## src/rtl/bitserial_master_port.sv

```systemverilog
// Per-master front end for the bit-serial bus: command FIFO, single-outstanding req/gnt/ready
// handshake with a watchdog, and an in-order response FIFO back to the host.
module bitserial_master_port #(
    parameter int unsigned ADDR_WIDTH     = 32,
    parameter int unsigned DATA_WIDTH     = 32,
    parameter int unsigned CMD_DEPTH      = 4,
    parameter int unsigned RSP_DEPTH      = 4,
    parameter int unsigned TIMEOUT_CYCLES = 1024
) (
    input  logic                  clk_i,
    input  logic                  rst_ni,
    input  logic                  cmd_valid_i,
    output logic                  cmd_ready_o,
    input  logic [ADDR_WIDTH-1:0] cmd_addr_i,
    input  logic [DATA_WIDTH-1:0] cmd_wdata_i,
    input  logic                  cmd_we_i,
    output logic                  rsp_valid_o,
    input  logic                  rsp_ready_i,
    output logic [DATA_WIDTH-1:0] rsp_rdata_o,
    output logic                  rsp_err_o,
    output logic                  rsp_timeout_o,
    output logic                  bus_req_o,
    output logic [ADDR_WIDTH-1:0] bus_addr_o,
    output logic [DATA_WIDTH-1:0] bus_wdata_o,
    output logic                  bus_we_o,
    input  logic                  bus_gnt_i,
    input  logic                  bus_ready_i,
    input  logic [DATA_WIDTH-1:0] bus_rdata_i,
    input  logic                  bus_err_i,
    output logic                  busy_o
);
    localparam int unsigned CPW   = $clog2(CMD_DEPTH);
    localparam int unsigned CCW   = CPW + 1;
    localparam int unsigned RPW   = $clog2(RSP_DEPTH);
    localparam int unsigned RCW   = RPW + 1;
    localparam int unsigned WDW   = $clog2(TIMEOUT_CYCLES);
    localparam int unsigned CMD_W = ADDR_WIDTH + DATA_WIDTH + 1;
    localparam int unsigned RSP_W = DATA_WIDTH + 2;

    typedef enum logic [1:0] {StIdle, StReq, StWait, StDone} state_e;

    state_e                  state_q;
    logic [CMD_W-1:0]        cmd_mem [CMD_DEPTH];
    logic [CPW-1:0]          cmd_wr_ptr_q, cmd_rd_ptr_q;
    logic [CCW-1:0]          cmd_count_q;
    logic [RSP_W-1:0]        rsp_mem [RSP_DEPTH];
    logic [RPW-1:0]          rsp_wr_ptr_q, rsp_rd_ptr_q;
    logic [RCW-1:0]          rsp_count_q;
    logic                    bus_req_q, bus_we_q;
    logic [ADDR_WIDTH-1:0]   bus_addr_q;
    logic [DATA_WIDTH-1:0]   bus_wdata_q;
    logic [WDW-1:0]          wdog_q;
    logic [DATA_WIDTH-1:0]   cap_rdata_q;
    logic                    cap_err_q, cap_timeout_q;
    logic                    cmd_push, issue, rsp_push, rsp_pop;

    assign cmd_ready_o = (cmd_count_q != CCW'(CMD_DEPTH));
    assign cmd_push    = cmd_valid_i && cmd_ready_o;
    // Only issue when the response slot for this transaction is already guaranteed.
    assign issue       = (state_q == StIdle) && (cmd_count_q != '0) &&
                         (rsp_count_q < RCW'(RSP_DEPTH));
    assign rsp_push    = (state_q == StDone);
    assign rsp_valid_o = (rsp_count_q != '0);
    assign rsp_pop     = rsp_valid_o && rsp_ready_i;

    assign {rsp_rdata_o, rsp_err_o, rsp_timeout_o} = rsp_mem[rsp_rd_ptr_q];
    assign bus_req_o   = bus_req_q;
    assign bus_addr_o  = bus_addr_q;
    assign bus_wdata_o = bus_wdata_q;
    assign bus_we_o    = bus_we_q;
    assign busy_o      = (state_q != StIdle);

    always_ff @(posedge clk_i) begin
        if (cmd_push) cmd_mem[cmd_wr_ptr_q] <= {cmd_addr_i, cmd_wdata_i, cmd_we_i};
        if (rsp_push) rsp_mem[rsp_wr_ptr_q] <= {cap_rdata_q, cap_err_q, cap_timeout_q};
    end

    always_ff @(posedge clk_i or negedge rst_ni) begin
        if (!rst_ni) begin
            cmd_wr_ptr_q <= '0;
            cmd_rd_ptr_q <= '0;
            cmd_count_q  <= '0;
            rsp_wr_ptr_q <= '0;
            rsp_rd_ptr_q <= '0;
            rsp_count_q  <= '0;
        end else begin
            if (cmd_push) cmd_wr_ptr_q <= cmd_wr_ptr_q + CPW'(1);
            if (issue)    cmd_rd_ptr_q <= cmd_rd_ptr_q + CPW'(1);
            if (cmd_push && !issue)      cmd_count_q <= cmd_count_q + CCW'(1);
            else if (!cmd_push && issue) cmd_count_q <= cmd_count_q - CCW'(1);
            if (rsp_push) rsp_wr_ptr_q <= rsp_wr_ptr_q + RPW'(1);
            if (rsp_pop)  rsp_rd_ptr_q <= rsp_rd_ptr_q + RPW'(1);
            if (rsp_push && !rsp_pop)      rsp_count_q <= rsp_count_q + RCW'(1);
            else if (!rsp_push && rsp_pop) rsp_count_q <= rsp_count_q - RCW'(1);
        end
    end

    always_ff @(posedge clk_i or negedge rst_ni) begin
        if (!rst_ni) begin
            state_q       <= StIdle;
            bus_req_q     <= 1'b0;
            bus_addr_q    <= '0;
            bus_wdata_q   <= '0;
            bus_we_q      <= 1'b0;
            wdog_q        <= '0;
            cap_rdata_q   <= '0;
            cap_err_q     <= 1'b0;
            cap_timeout_q <= 1'b0;
        end else begin
            unique case (state_q)
                StIdle: begin
                    if (issue) begin
                        {bus_addr_q, bus_wdata_q, bus_we_q} <= cmd_mem[cmd_rd_ptr_q];
                        bus_req_q <= 1'b1;
                        state_q   <= StReq;
                    end
                end
                StReq: begin
                    if (bus_gnt_i) begin
                        bus_req_q <= 1'b0;
                        wdog_q    <= '0;
                        if (bus_ready_i) begin
                            cap_rdata_q   <= (bus_we_q || bus_err_i) ? '0 : bus_rdata_i;
                            cap_err_q     <= bus_err_i;
                            cap_timeout_q <= 1'b0;
                            state_q       <= StDone;
                        end else begin
                            state_q <= StWait;
                        end
                    end
                end
                StWait: begin
                    wdog_q <= wdog_q + WDW'(1);
                    // A real completion on the expiry edge takes priority over the watchdog.
                    if (bus_ready_i) begin
                        cap_rdata_q   <= (bus_we_q || bus_err_i) ? '0 : bus_rdata_i;
                        cap_err_q     <= bus_err_i;
                        cap_timeout_q <= 1'b0;
                        state_q       <= StDone;
                    end else if (wdog_q == WDW'(TIMEOUT_CYCLES - 1)) begin
                        cap_rdata_q   <= '0;
                        cap_err_q     <= 1'b1;
                        cap_timeout_q <= 1'b1;
                        state_q       <= StDone;
                    end
                end
                StDone: begin
                    state_q <= StIdle;
                end
                default: begin
                    state_q <= StIdle;
                end
            endcase
        end
    end

endmodule
```

## config.mk

```make
export PLATFORM = sky130hd
export DESIGN_NAME = bitserial_master_port
export DESIGN_NICKNAME = d
export VERILOG_FILES = /design/src/rtl/bitserial_master_port.sv
export SDC_FILE = /design/constraint.sdc
export NUM_CORES = 1
export LEC_CHECK = 0
export BUFFER_PORTS_ARGS = -buffer_cell sky130_fd_sc_hd__buf_4
export CAP_MARGIN = 20
export CORE_ASPECT_RATIO = 1.1
export CORE_UTILIZATION = 58
export CTS_CLUSTER_DIAMETER = 80
export DETAILED_ROUTE_END_ITERATION = 10
export PLACE_DENSITY = 0.8
export RECOVER_POWER = 25
export SYNTH_ARGS = -nofsm -noshare
export SYNTH_HDL_FRONTEND = slang
export SYNTH_SLANG_ARGS = --single-unit
```

## constraint.sdc

```tcl
create_clock -name clk_i -period 3.1 [get_ports clk_i]
set_clock_uncertainty 0.15 [all_clocks]
set_input_delay 0.775 -clock clk_i [delete_from_list [all_inputs] [get_ports clk_i]]
set_output_delay 0.775 -clock clk_i [all_outputs]
set_load 0.1 [all_outputs]
```

# Yosys cells after proc, flatten, opt, wreduce, memory -nomap -nowiden
# Memory sizes are Yosys's and may differ from the RTL's. A register that Yosys moved wholly into a read port is not among the register bits.
# Cells that the tools add are included.
# totals
ff_bits	61
wordCells	94
output_inout_bits	103
memories	2
mem_bits_rw	396
inputBits	104
# mem_list
name	words	width	read_ports	rd_ports_with_merged_regs	wr	line_no	text
cmd_mem	4	65	1	1	1	43	logic [CMD_W-1:0] cmd_mem [CMD_DEPTH];
rsp_mem	4	34	1	0	1	46	logic [RSP_W-1:0] rsp_mem [RSP_DEPTH];
# classes
muxes	34
n_eq_ne	9
order_cmp	1
n_reduce_logical	27
add_sub_neg	9
# ops
op	n
$mux W32	5
$pmux W32 S2	1
$pmux W10 S2	1
$mux W1	14
$mux W3	4
$add A10 B1 Y10 const B	1
$eq A10 B10 Y1 const B	1
$mux W10	1
$reduce_bool A2 Y1	5
$add A2 B1 Y2 const B	4
$logic_and A1 B1 Y1	8
$mux W2	4
$pmux W2 S4	1
$add A3 B1 Y3 const B	2
$ne A2 B2 Y1 const B	3
$ne A3 B3 Y1 const B	2
$pmux W1 S2	3
$reduce_and A3 Y1	2
$reduce_bool A3 Y1	2
$sub A3 B1 Y3 const B	2
$logic_not A1 Y1	5
$eq A2 B2 Y1 const B	2
$reduce_and A2 Y1	2
$reduce_and A4 Y1	1
4 further kinds	4

# Longest topological paths before layout
# Gate-level depths: netlist of the first run.
# depth
word_depth	6
depth_mapped	13
depth_no_buf	11

# Worst setup path before layout of the first run
# OpenSTA, ideal clock, no wires.
# synth_timing
path_kind	register to register
startpoint	reg cmd_count_q[0]
endpoint	mem cmd_mem[0][0] (netlist name) (enable)
path_slack_ps	-374
synth_period_minus_slack_ps	3474
path_stages_with_launch	4
setup_ps	430
path_buffers	0
required_time_ps	2520
t_arrival_ps	2894
cell_sequence	dfrtp_1 > nor2_1 > nand2_1 > and3_1
# synth_via
elab_chain_cells	4
# synth_rtl
item	line_no	text
start: declaration	45	logic [CCW-1:0] cmd_count_q;
start signal: assignment	89	if (cmd_push && !issue) cmd_count_q <= cmd_count_q + CCW'(1);
start signal: assignment	90	else if (!cmd_push && issue) cmd_count_q <= cmd_count_q - CCW'(1);
$ne A3 B3 Y1	57	assign cmd_ready_o = (cmd_count_q != CCW'(CMD_DEPTH));
named net cmd_ready_o	13	output logic cmd_ready_o,
$logic_and A1 B1 Y1	58	assign cmd_push = cmd_valid_i && cmd_ready_o;
$mux W1	74	if (cmd_push) cmd_mem[cmd_wr_ptr_q] <= {cmd_addr_i, cmd_wdata_i, cmd_we_i};
$mux W1 (not written as such)	74	
end: declaration	43	
# The timed path passes the listed nets, and every way through them passes these cells.

# Worst setup path after layout of the first run
# layout_timing
startpoint	reg rsp_rd_ptr_q[0]
endpoint	out rsp_rdata_o[20]
# layout_via
elab_chain_cells	1
# layout_rtl
item	line_no	text
start: declaration	47	logic [RPW-1:0] rsp_wr_ptr_q, rsp_rd_ptr_q;
start signal: assignment	92	if (rsp_pop) rsp_rd_ptr_q <= rsp_rd_ptr_q + RPW'(1);
$mem_v2 Z4 W34	-	
end: declaration	19	output logic [DATA_WIDTH-1:0] rsp_rdata_o,
# No other way between the ends.

==> results of run 1 <==
metrics by stage:
stage	std cells	cell area [um2]	setup slack (ps)	hold WS, ps	util
2_1_floorplan	885	19600	25.6	326	-
3_3_place_gp	1513	21800	527	337	0.657
3_5_place_dp	1513	21800	482	344	0.657
4_1_cts	1608	23600	28.1	44.2	0.709
5_1_grt	1614	23400	57.4	287	0.703
6_report	1614	23400	127	294	0.703
registers in the layout, summed over array words and instances (netlist names), 3 cells and up:
register	count
cmd_count_q	3
rsp_mem	136
bus_wdata_o	32
wdog_q	10
cap_rdata_q	32
bus_addr_o	32
cmd_mem	260
rsp_count_q	3
cell type report:
cell class	count	area share
clock buffers	72	0.0627
clock inverters	20	0.0105
inverters	12	0.00209
multi-input cells	313	0.183
flip-flops and latches	522	0.644
well taps	432	0.0231
repair buffers	243	0.0744
Yosys cell counts (all sizes together):
master and count:
or4b 1, nor4b 1, nand3 4, xnor2 12
nor3 5, a22o 33, nand4 2, fa 2
nand2 12, buf 30, a32o 1, o311ai 1
mux4 99, o31ai 1, a21oi 4, nand2b 2
o21ai 5, inv 12, and3 6, mux2 69
edfxtp 396, dfrtp 126, and2 5, a21boi 1
mux2i 1, ha 16, nor4 4, a31o 1
a211oi 1, nor2 14, clkbuf 8, xor2 7
or3 3
routing by layer:
metal  GRT usage  wire length [um]  up-vias
met1       0.281             14200     4824
met5           0                41        -
met2       0.379             19400      349
met3      0.0618              3070       66
met4      0.0611               781        6
li1            -                 -     4100
cells in the final DEF (no fill, tap or decap), types with 2 or more instances in the layout:
| master | count |
|---|---|
| and2_2 | 4 |
| o21ai_0 | 4 |
| mux2_4 | 28 |
| mux4_2 | 99 |
| bufinv_16 | 5 |
| buf_12 | 13 |
| a22o_1 | 33 |
| dfrtp_1 | 123 |
| nand2b_1 | 2 |
| clkbuf_1 | 75 |
| xnor2_1 | 12 |
| or3_1 | 3 |
| nand4_1 | 2 |
| dfrtp_4 | 3 |
| xor2_1 | 7 |
| nor3_1 | 3 |
| edfxtp_1 | 396 |
| clkinv_1 | 3 |
| clkinvlp_4 | 5 |
| fa_1 | 2 |
| inv_1 | 11 |
| a21oi_1 | 4 |
| buf_4 | 164 |
| and3_4 | 4 |
| nand2_1 | 12 |
| nand3_1 | 4 |
| clkbuf_16 | 51 |
| and3_1 | 2 |
| mux2_2 | 41 |
| clkbuf_8 | 11 |
| ha_1 | 15 |
| nor4_1 | 3 |
| nor2_1 | 13 |
| clkinv_2 | 6 |
logic make-up after synthesis:
group | synth area share
flip-flops | 0.767
AO/OA/AOI/OAI | 0.0198
AND/OR/NAND/NOR | 0.0165
adder cells (fa/ha/maj) | 0.0123
XOR/XNOR | 0.00849
multiplexers | 0.159
buffers and inverters | 0.0164
how the worst max path moves through the flow:
stage	endpoint	slack (ps)	depth (start not counted)
after floorplan	cmd_count_q[1]	30	11
after global placement	rsp_rdata_o[5]	530	3
after detailed placement	rsp_rdata_o[20]	480	3
after CTS	rsp_rdata_o[20]	30	3
after global routing	rsp_rdata_o[1]	60	3
final	rsp_rdata_o[20]	130	3
repair_timing:
action | CTS | global route
gates cloned | 0 | 0
hold endpoints to repair | 0 | 0
setup endpoints to repair | 25 | 4
setup buffers | 3 | 6
gates resized for setup | 1 | 0
==> results.cfg, run 1 <==
[global_routing]
overflow = 0
grt_util_all_layers = 0.223
grt_start_max_net_pins = 67
grt_antenna_before_repair = 3
grt_pass1_wl_mm = 57.3
grt_pass1_vias = 9976

[setup_path]
crit_type = flip-flop to primary output
critical_path_arrival_ps = 2050
required_ps = 2170
worstReg2RegStart = state_q[1]
cp_num_buf_inv = 2
critical-path-top-delay-family = flip-flops
max_stage_delay_ps = 540
reg2reg_to = cmd_count_q[1]
end_kind = primary output
critPathSlowestCell = dfrtp_4
ff2ff_path_depth = 9
crit_chain = buf_12, mux4_2, buf_4
worstSetupStartpointType = flip-flop
rrSetupSlack_ps = 650
cp_max_fo = 11
crit_start = rsp_rd_ptr_q[0]

[synthesis]
ys_ff_latch = 522
synth_area_per_cell_um2 = 22.2
synth.area.top_cells = edfxtp_1 (61%), dfrtp_1 (16%), mux4_2 (11%)
syn_area_um2 = 19600
synth_top_area_share = 0.607
synthCells = 885
seq_area_frac_synth = 0.767
synth.distinct_cells = 43
synth_top_area_cell = edfxtp_1
yosys_warnings = 0
syn-num-nets = 1007

[final_layout]
regArea_um2 = 15100
fin_nets = 1264
antenna_cells = 0
drive_above_1_share = 0.376
nFillCells = 2015
synthToLayoutAreaGrowth_pct = 19.3
multi_input_area_um2 = 4280

[status]
status = complete, but fails checks
violations = capacitance limit, slew limit

[placed_design]
place_hpwl_mm = 22.0
portBuffers = 206
place.gp.congestion = 0.761

[timing]
final-hold-violation-count = 0
rsz0062_at_grt = false
slew_viol_final = 50
fmax_mhz = 336
setup_tns_ps = 0
worst_pin_slew_ps = 1590
min_period_over_period = 0.959
layout_min_cycle_time_ps = 2970
slew_headroom = -0.0603
finalSetupViolCount = 0

[min_path]
hold-path-cell-count = 2
min_from = bus_rdata_i[29]
holdPathEnd = cap_rdata_q[29]
hold_class = input pin to flip-flop

[clocking]
clock_sinks = 522
cts_tree = yes
cts_root_buffer = clkbuf_16
clk_path_buf_depth = 3
cts_buffers = 50
h-tree-depth = 2
ctsHoldBuffers = 0
clk_latency_ps = 550
clk_pin_slew_ps = 60

[routing]
ant_nets = 0
vias = 9345
wire_per_inst_um = 23.2
dr.pass1.iters = 5
via_per_inst = 5.79
wl_mm = 37.5
drc = 0
drt_iter0_markers = 710

[floorplan]
core_um2 = 33300
ios = 207
die_height_um = 195
dieArea_um2 = 34500
row_count = 70
initial_core_util = 0.589
die_w_um = 177

[flow_run]
maxCapViolCount = 1
Power of run 1 is not shown: default switching activity piles up to over one toggle a cycle in this logic, so the estimate is an artifact.
==> inputs of run 2 (changes only) <==
Settings changed: CORE_MARGIN set to 2.
==> results.cfg, run 2 (synthesized netlist as in run 1, its figures left out) <==
[floorplan]
initial_core_util = 0.589
die_w_um = 179
core_um2 = 33300
ios = 207
dieArea_um2 = 35300
die_height_um = 197
row_count = 70

[final_layout]
regArea_um2 = 15100
nFillCells = 2100
layout_common_cells = edfxtp_1 (396), buf_4 (162), dfrtp_1 (123), mux4_2 (99), clkbuf_1 (79)
drive_above_1_share = 0.367
reg_top3 = cmd_mem x260, rsp_mem x136
synthToLayoutAreaGrowth_pct = 18.2
largest_reg_flops = 260
multi_input_area_um2 = 4280
regMostFlops = cmd_mem
fin_nets = 1260
layout_commonest_cell = edfxtp_1

[clocking]
cts_root_buffer = clkbuf_16
cts_buffers = 49
clk_pin_slew_ps = 60
clk_latency_ps = 550
clock_sinks = 522
clk_path_buf_depth = 3
cts_resized = 0
cts_tree = yes
h-tree-depth = 2

[global_routing]
grt_pass1_vias = 10188
overflow = 0
grt_antenna_before_repair = 4
grt_util_all_layers = 0.220
grt_pass1_wl_mm = 58.0
grt_start_max_net_pins = 67

[routing]
wire_per_inst_um = 23.3
via_per_inst = 5.79
wl_mm = 37.5
ant_nets = 0
vias = 9328
drt_iter0_markers = 775
dr.pass1.iters = 5
drc = 0

[timing]
rsz0062_at_grt = false
slew_headroom = 0.631
slew_viol_final = 0
layout_min_cycle_time_ps = 2970
min_period_over_period = 0.957
final-hold-violation-count = 0
fmax_mhz = 337
layout_setup_ws_ps = 132
setup_tns_ps = 0
finalSetupViolCount = 0
worst_pin_slew_ps = 554

[setup_path]
max_stage_delay_ps = 560
critical-path-top-delay-family = multiplexers
path_common_cell = buf_4
end_kind = primary output
cp_max_fo = 14
critPathSlowestCell = mux4_2
crit_chain = buf_4, mux4_2, buf_4
worstSetupStartpointType = flip-flop
required_ps = 2170
cp_num_buf_inv = 2
critical_path_arrival_ps = 2040
crit_type = flip-flop to primary output

[min_path]
hold_class = input pin to flip-flop

[placed_design]
dp_worst_setup_slack_ps = 644
portBuffers = 206
place.gp.congestion = 0.752
place_hpwl_mm = 22.9

[flow_run]
maxCapViolCount = 0

[status]
status = complete, no violations
## run 2: changes by cell type in the layout (fill, tap and decap cells not counted), sizes merged
cell,delta
buf,-3
clkinvlp,-1
clkinv,+7
bufinv,-3
diode,+1
dlygate4sd3,+1
clkbuf,-4
## run 2: final timing paths
kind / start / to / slack, ps / cells past startpoint
min in group asynchronous: rst_ni / cap_rdata_q[10] / 570 / 2
worst min-delay path: bus_rdata_i[30] / cap_rdata_q[30] / 290 / 2
worst max register to register: state_q[0] / cmd_count_q[1] / 660 / 9
worst min register to register: bus_wdata_o[22] / bus_wdata_o[22] / 360 / 1
worst max-delay path: rsp_rd_ptr_q[0] / rsp_rdata_o[11] / 130 / 3
max in group asynchronous: rst_ni / bus_wdata_o[2] / 1560 / 3
## run 2: routing by layer
layer | up-vias | global-route usage | wire [um]
li1 | 4087 | - | -
met1 | 4845 | 0.285 | 14500
met2 | 331 | 0.370 | 19200
met3 | 59 | 0.0610 | 3120
met4 | 6 | 0.0570 | 672
met5 | - | 0 | 39
## run 2: cell type report
type,count,share of cell area
Antenna cell,1,0.000108
Clock buffer,69,0.0597
Clock inverter,23,0.00723
Inverter,12,0.00210
Multi-Input combinational cell,313,0.185
Sequential cell,522,0.649
Tap cell,432,0.0233
Timing Repair Buffer,240,0.0734
## run 2: timing repair
action,in CTS,in global routing
setup buffers,0,0
hold endpoints to repair,3,0
endpoints found under the setup margin,0,0
hold buffers,1,0
## run 2: metrics by stage
stage          area (um2)   util  instances  hold slack (ps)
2_1_floorplan       19600      -        885              326
3_3_place_gp        21900  0.657       1518              341
3_5_place_dp        21900  0.657       1518              347
4_1_cts             23400  0.704       1611              235
5_1_grt             23200  0.696       1611              265
6_report            23200  0.697       1612              288
Power of run 2 is left out for the same reason.
